==> config.mk <==
export PLATFORM = sky130hd
export DESIGN_NAME = ifu_fetch
export DESIGN_NICKNAME = d
export VERILOG_FILES = /design/src/rtl/ifu_fetch.sv
export SDC_FILE = /design/constraint.sdc
export NUM_CORES = 1
export LEC_CHECK = 0
export CELL_PAD_IN_SITES_DETAIL_PLACEMENT = 0
export CELL_PAD_IN_SITES_GLOBAL_PLACEMENT = 2
export CORE_ASPECT_RATIO = 2
export CORE_MARGIN = 4
export CORE_UTILIZATION = 42
export CTS_CLUSTER_DIAMETER = 80
export DETAILED_ROUTE_END_ITERATION = 12
export DONT_BUFFER_PORTS = 1
export GPL_ROUTABILITY_DRIVEN = 0
export PLACE_DENSITY = 0.82
export SLEW_MARGIN = 20
export SYNTH_ARGS = -nofsm -noshare
export SYNTH_HDL_FRONTEND = slang
export SYNTH_SLANG_ARGS = --single-unit
==> constraint.sdc <==
create_clock -name clk -period 7.5 [get_ports clk]
set_clock_uncertainty 0.05 [all_clocks]
set_input_delay 1.125 -clock clk [delete_from_list [all_inputs] [get_ports clk]]
set_output_delay 1.125 -clock clk [all_outputs]
set_load 0.02 [all_outputs]
==> src/rtl/ifu_fetch.sv <==
// Instruction fetch stage: owns the fetch PC, issues one outstanding imem request at a time,
// and buffers {pc, inst, fault} entries in a small FIFO toward decode/execute.
`timescale 1ns/1ps
module ifu_fetch #(
    parameter int unsigned           ADDR_WIDTH = 64,
    parameter int unsigned           INST_WIDTH = 32,
    parameter logic [ADDR_WIDTH-1:0] RESET_PC   = ADDR_WIDTH'(64'h8000_0000),
    parameter int unsigned           FIFO_DEPTH = 2
) (
    input  logic                  clk,
    input  logic                  rst,
    output logic                  imem_req_valid,
    input  logic                  imem_req_ready,
    output logic [ADDR_WIDTH-1:0] imem_req_addr,
    input  logic                  imem_resp_valid,
    input  logic [INST_WIDTH-1:0] imem_resp_data,
    input  logic                  imem_resp_err,
    input  logic                  redirect_valid,
    input  logic [ADDR_WIDTH-1:0] redirect_pc,
    output logic                  out_valid,
    input  logic                  out_ready,
    output logic [INST_WIDTH-1:0] out_inst,
    output logic [ADDR_WIDTH-1:0] out_pc,
    output logic                  out_fault
);

    localparam int unsigned PtrW = $clog2(FIFO_DEPTH);
    localparam int unsigned CntW = PtrW + 1;
    localparam logic [CntW-1:0] Depth = CntW'(FIFO_DEPTH);
    localparam logic [ADDR_WIDTH-1:0] ResetPc = {RESET_PC[ADDR_WIDTH-1:2], 2'b00};

    typedef enum logic [1:0] {StIdle, StReq, StWait, StDrop} fetchState_e;

    fetchState_e stateQ, stateD;
    logic [ADDR_WIDTH-1:0] fetchPcQ, fetchPcD;
    logic [ADDR_WIDTH-1:0] reqPcQ, reqPcD;
    logic [CntW-1:0]       countQ, countAfterPop, countNext;
    logic [PtrW-1:0]       rdPtrQ, wrPtrQ, rdPtrNext;

    logic [INST_WIDTH-1:0] fifoInst  [FIFO_DEPTH];
    logic [ADDR_WIDTH-1:0] fifoPc    [FIFO_DEPTH];
    logic                  fifoFault [FIFO_DEPTH];

    logic [INST_WIDTH-1:0] outInstQ, headInst;
    logic [ADDR_WIDTH-1:0] outPcQ, headPc;
    logic                  outFaultQ, headFault;

    logic reqFire, push, pop, credit, loadHead;
    logic unusedRedirectLsb;

    assign unusedRedirectLsb = ^redirect_pc[1:0];

    assign reqFire = (stateQ == StReq) && imem_req_ready;
    // A redirect voids both the push of the in-flight response and any same-cycle pop.
    assign push    = (stateQ == StWait) && imem_resp_valid && !redirect_valid;
    assign pop     = (countQ != '0) && out_ready && !redirect_valid;

    assign countAfterPop = countQ - CntW'(pop);
    assign countNext     = redirect_valid ? '0 : countAfterPop + CntW'(push);
    // Only called when nothing is outstanding afterwards, so count alone decides credit.
    assign credit        = countNext < Depth;
    assign rdPtrNext     = pop ? rdPtrQ + 1'b1 : rdPtrQ;
    assign loadHead      = !redirect_valid && (countNext != '0);

    always_comb begin
        stateD   = stateQ;
        fetchPcD = fetchPcQ;
        reqPcD   = reqPcQ;
        if (reqFire) begin
            fetchPcD = fetchPcQ + ADDR_WIDTH'(4);
            reqPcD   = fetchPcQ;
        end
        unique case (stateQ)
            StIdle: if (credit) stateD = StReq;
            StReq:  if (reqFire) stateD = StWait;
            StWait: if (imem_resp_valid) stateD = credit ? StReq : StIdle;
            StDrop: if (imem_resp_valid) stateD = StReq;
        endcase
        if (redirect_valid) begin
            fetchPcD = {redirect_pc[ADDR_WIDTH-1:2], 2'b00};
            unique case (stateQ)
                StIdle:         stateD = StReq;
                StReq:          stateD = reqFire ? StDrop : StReq;
                StWait, StDrop: stateD = imem_resp_valid ? StReq : StDrop;
            endcase
        end
    end

    // Next head entry; an empty-after-pop FIFO takes the incoming response directly.
    always_comb begin
        headInst  = fifoInst[rdPtrNext];
        headPc    = fifoPc[rdPtrNext];
        headFault = fifoFault[rdPtrNext];
        if (countAfterPop == '0) begin
            headInst  = imem_resp_data;
            headPc    = reqPcQ;
            headFault = imem_resp_err;
        end
    end

    always_ff @(posedge clk or negedge rst) begin
        if (!rst) begin
            stateQ    <= StIdle;
            fetchPcQ  <= ResetPc;
            reqPcQ    <= ResetPc;
            countQ    <= '0;
            rdPtrQ    <= '0;
            wrPtrQ    <= '0;
            outInstQ  <= '0;
            outPcQ    <= '0;
            outFaultQ <= 1'b0;
        end else begin
            stateQ   <= stateD;
            fetchPcQ <= fetchPcD;
            reqPcQ   <= reqPcD;
            countQ   <= countNext;
            if (redirect_valid) begin
                rdPtrQ <= wrPtrQ;
            end else begin
                rdPtrQ <= rdPtrNext;
                if (push) wrPtrQ <= wrPtrQ + 1'b1;
            end
            if (loadHead) begin
                outInstQ  <= headInst;
                outPcQ    <= headPc;
                outFaultQ <= headFault;
            end
        end
    end

    always_ff @(posedge clk) begin
        if (push) begin
            fifoInst[wrPtrQ]  <= imem_resp_data;
            fifoPc[wrPtrQ]    <= reqPcQ;
            fifoFault[wrPtrQ] <= imem_resp_err;
        end
    end

    assign imem_req_valid = (stateQ == StReq);
    assign imem_req_addr  = fetchPcQ;
    assign out_valid      = (countQ != '0);
    assign out_inst       = outInstQ;
    assign out_pc         = outPcQ;
    assign out_fault      = outFaultQ;

endmodule

# [Yosys cells after proc, flatten, opt, wreduce, memory -nomap -nowiden]
# Memory sizes are Yosys's and may differ from the RTL's.
# Index checks and enable logic that the tools add are counted.
[totals] reg_bits=231 mem_bits_rw=194 inputBits=103 output_inout_bits=163 elab_cells=61 memories=3
[mem_list] memory="fifoPc" words=2 width=64 read_ports=1 rd_ports_with_merged_regs=0 write_ports=1 line_no="41" rtl="logic [ADDR_WIDTH-1:0] fifoPc [FIFO_DEPTH];"
[mem_list] memory="fifoInst" words=2 width=32 read_ports=1 rd_ports_with_merged_regs=0 write_ports=1 line_no="40" rtl="logic [INST_WIDTH-1:0] fifoInst [FIFO_DEPTH];"
[mem_list] memory="fifoFault" words=2 width=1 read_ports=1 rd_ports_with_merged_regs=0 write_ports=1 line_no="42" rtl="logic fifoFault [FIFO_DEPTH];"
[classes] n_addsub=5 n_lt_le_gt_ge=1 eq_ne=7 muxes=20 bitwise=1 reduce_logical=15
[op_table] op="$mux W64" count=3
[op_table] op="$add A64 B3 Y64 const B" count=1
[op_table] op="$mux W32" count=1
[op_table] op="$mux W2" count=8
[op_table] op="$ne A3 B3 Y1 const B" count=3
[op_table] op="$pmux W2 S4" count=1
[op_table] op="$logic_and A1 B1 Y1" count=6
[op_table] op="$mux W1" count=6
[op_table] op="$pmux W2 S3" count=1
[op_table] op="$reduce_bool A2 Y1" count=3
[op_table] op="$eq A2 B2 Y1 const B" count=2
[op_table] op="$logic_not A2 Y1" count=2
[op_table] op="$reduce_and A4 Y1" count=1
[op_table] op="$ne A3 B1 Y1 const B" count=1
[op_table] op="$add A1 B1 Y1 const B" count=2
[op_table] op="$add A2 B1 Y2" count=1
[op_table] op="$eq A2 B1 Y1 const B" count=1
[op_table] op="$lt A2 B2 Y1 const B" count=1
[op_table] op="$reduce_and A2 Y1" count=1
[op_table] op="$reduce_or A2 Y1" count=1
[op_table] op="$sub A2 B1 Y2" count=1
[op_table] op="$logic_not A1 Y1" count=1
[op_table] op="$not A1 Y1" count=1

# [Depth between registers and ports, before layout]
[depth] word_depth=11 ltp_mapped=12 ltp_nobuf=9

# [Worst setup path before layout]
# OpenSTA, ideal clock, no wires.
[synth_timing] kind="in2reg" start="input redirect_valid" end="memory fifoFault[0], enable pin" setup_time_ns=0.561 t_arrival_ns=6.248 required_time_ns=6.889 slack_ns=0.641 path_stages=4 n_path_buf=2 path_cell_list="clkbuf_1 clkbuf_1 nor4bb_1 nor2b_1"
[synth_between] elab_chain_cells=4
[synth_lines] item="start, declared" line_no="18" rtl="input logic redirect_valid,"
[synth_lines] item="$logic_not A1 Y1" line_no="55" rtl="assign push = (stateQ == StWait) && imem_resp_valid && !redirect_valid;"
[synth_lines] item="$logic_and A1 B1 Y1" line_no="55"
[synth_lines] item="$mux W1" line_no="132" rtl="if (push) begin"
[synth_lines] item="$mux W1 (implied by the code)" line_no="135" rtl="fifoFault[wrPtrQ] <= imem_resp_err;"
[synth_lines] item="end, declared" line_no="42"
# No other way between the ends.

# [Worst setup path after layout]
[layout_timing] start="input redirect_valid" end="register outInstQ[12] (netlist: out_inst[12])"
[layout_between] elab_chain_cells=7 word_cells_on_any_way=12 classes_between="2 x add/sub; 3 x mux; 6 x reduce/logical; 1 x memory"
[layout_lines] item="$logic_not A1 Y1" line_no="55, 56, 63"
[layout_lines] item="$logic_and A1 B1 Y1" line_no="56" rtl="assign pop = (countQ != '0) && out_ready && !redirect_valid;"
[layout_lines] item="$sub A2 B1 Y2" line_no="58" rtl="assign countAfterPop = countQ - CntW'(pop);"
[layout_lines] item="$add A2 B1 Y2" line_no="59" rtl="assign countNext = redirect_valid ? '0 : countAfterPop + CntW'(push);"
[layout_lines] item="$mux W2" line_no="59"
[layout_lines] item="$reduce_bool A2 Y1" line_no="63" rtl="assign loadHead = !redirect_valid && (countNext != '0);"
[layout_lines] item="$logic_and A1 B1 Y1" line_no="63"
[layout_lines] item="end signal, assigned" line_no="124" rtl="outInstQ <= headInst;"
[layout_lines] item="end, declared" line_no="44" rtl="logic [INST_WIDTH-1:0] outInstQ, headInst;"
# Several ways; a longest one is shown, not always the timed one.
# A chain may end at the register's enable or synchronous reset.

==> run metrics <==
outcome=completed; first-pass GRT wire length=79600 µm; die area=45200 µm²; Reg2Reg Depth=9; top_reg_cell synth=dfrtp_1; vias in the first global route=12200; DRT iter0 DRCs=739; DP Wirelength=32100 µm; GR met1 Demand/Resource=27.4%; grt met2 use=39.2%; total CTS buffers=39; CP Cell Sequence=nand2b_1, nor2_1, ha_1, xnor2_1, xor2_1, o21bai_4, buf_4, o21ai_0, o2bb2ai_1; met3 Use GR=5.90%; post-route ant nets=0; DR vias/cell=6.02; Worst EP required=7900 ps; WP buf/inv=1; DRT Pass-1 Iters=7; Post-Synth Simple-Gate Area=15.4%; asr flop ratio synth=54.2%; clock net sink count=415; Avg Cell Area, Syn=11.7 µm²; Max Cap Viol=0; #FFs+latches synth=415; Worst-Skew Late Latency=530 ps; Adder-Cell Fraction of Synth Area=0.215%; Pins Over Slew Limit=0; pin slew with the least headroom to its limit=1170 ps; worst vdd ir=0.000202 V; cell count after synthesis=1497; RSZ-0062 raised after global routing=no; CP delay by family, top=compound AO/OA/AOI/OAI gates; total negative slack=0 ps; kind of start point of the critical path=input pin; min cycle time layout=4090 ps; combinational family with the most area after synthesis=simple AND/OR/NAND/NOR gates; # IOs=266; Hold/Removal Path Class=in -> async; Final period util=54.5%; Max Fclk=245 MHz; area delta synth->final=9.53%; post-CTS resize count=0; Core Rows=105; critical path arrival=4480 ps; CTS tree=yes; Worst Setup End Kind=flop; Syn. warnings=0; Leak Pwr=0.00717 µW; critical path depth=9; Clock Path Buffers=3; sequential area share after synthesis=64.8%; mux cell area share after synthesis=0.250%; global routing's busiest layer=met2; Max-slew headroom=21.9%; DRC Markers=0; unique cell type count in the Yosys netlist=50; wire length after detailed routing=52200 µm; GRT Util Overall=22.5%; final hold vios=0; post-layout util=46.6%; port buffer count=0; starting density of the core=42.5%; top cells by area, synth=edfxtp_1 33%, dfrtp_1 32%, nand2_1 5.4%; antenna violations before repair=5; H-tree Lvls=2; Final nets=1546; Setup Buffers After CTS=0; Core Area=41100 µm²; die width=152 µm; biggest area consumer among synthesized cells=edfxtp_1; via count=12100; top cell type's share of synthesized area=32.6%; Crit Path Class=in -> reg; crit-path max FO=109; share of cells above drive strength 1=6.26%; Final Setup Violations=0; xor and xnor area share after synthesis=2.15%; cts hold-fix bufs=0; crit path max-delay cell type=o21bai_4; Post-synth EDFFs=190; Post-Syn Area=17500 µm²; most frequent cell after synthesis=nand2_1; WL per Instance=26.0 µm; Largest stage delay, worst path=920 ps; Clock transition at path regs=60 ps; die height=297 µm; Root Buffer=clkbuf_16; Post-synth top cells=251 x nand2_1, 223 x dfrtp_1, 190 x edfxtp_1, 142 x o21ai_0, 107 x and3_1; Cell Pwr Density=331 nW/µm²; gr ovfl total=0; largest net degree at the start of global routing=226; area fraction in compound gates after synthesis=14.4%
[through the flow]
step	cells	area, µm²	hold slack [ps]	setup slack, ps	power, µW
after global placement	1934	17900	419	3190	4420
final	2010	19200	243	3410	6340
after detailed placement	1934	17900	423	2930	4460
after global routing	2007	19100	213	3250	6630
after CTS	2005	19100	212	3500	6420
after floorplan	1500	17500	399	641	4060
[state kept, by name, summed over array words and instances, names as in the netlist]
| register | flops |
|---|---|
| countQ | 2 |
| fifoFault | 2 |
| fifoInst | 64 |
| fifoPc | 124 |
| imem_req_addr | 62 |
| out_fault | 1 |
| out_inst | 32 |
| out_pc | 62 |
| rdPtrQ | 1 |
| reqPcQ | 62 |
| stateQ | 2 |
| wrPtrQ | 1 |
[path summary, 6_finish.rpt]
check,slack [ps],end,from
setup / recovery,3410,out_inst[12],redirect_valid
hold / removal,240,imem_req_addr[17],rst
setup reg to reg,3530,out_inst[12],countQ[0]
hold reg to reg,430,fifoPc[0][3],reqPcQ[3]
max in group asynchronous,6690,out_pc[34],rst
min in group clk,430,fifoPc[0][3],reqPcQ[3]
[per-layer routing]
metal | wire (µm) | share of wire (%)
met5 | 0 | 0
met4 | 1730 | 3.3
met3 | 3970 | 7.6
met2 | 26700 | 51
met1 | 19800 | 38
[layout by cell type, fill, tap and decap left out, types with 15 or more instances in the layout]
cell       synthesis  layout
a211oi_1          95      95
o2bb2ai_1         95      95
nor3_1            22      22
buf_4              4      15
nand3_1           33      33
xor2_1            17      17
nor4_1            15      15
clkbuf_16          0      41
edfxtp_1         190     190
and3_1           107     107
o21ai_0          142     142
nor2_1            25      24
dfrtp_1          223     223
xnor2_1           26      26
nand2_1          251     249
nand4_1           32      32
[final cells by class]
cell class              instances  area [µm²]
repair buffers                 15         113
inverters                       8        30.0
flip-flops and latches        415       11300
multi-input cells             961        5750
diodes                          5        12.5
fillers                      3807       22000
clock buffers                  59        1140
clock inverters                12        95.1
well taps                     535         669
[power breakdown]
part,switching [µW],total [µW],leakage [µW],internal [µW]
registers,749,3560,0.00451,2810
logic,495,835,0.00205,340
clock network,849,1940,0.000603,1090
[cell families after synthesis]
kind of cell               after synthesis
other                                    1
adders and majority gates                3
AOI/OAI and AO/OA                      367
xor gates and xnor gates                43
and+or+nand+nor                        540
DFF                                    415
muxes                                    4
buffers and inverters                  124
Power figures use the tool's default switching activity.
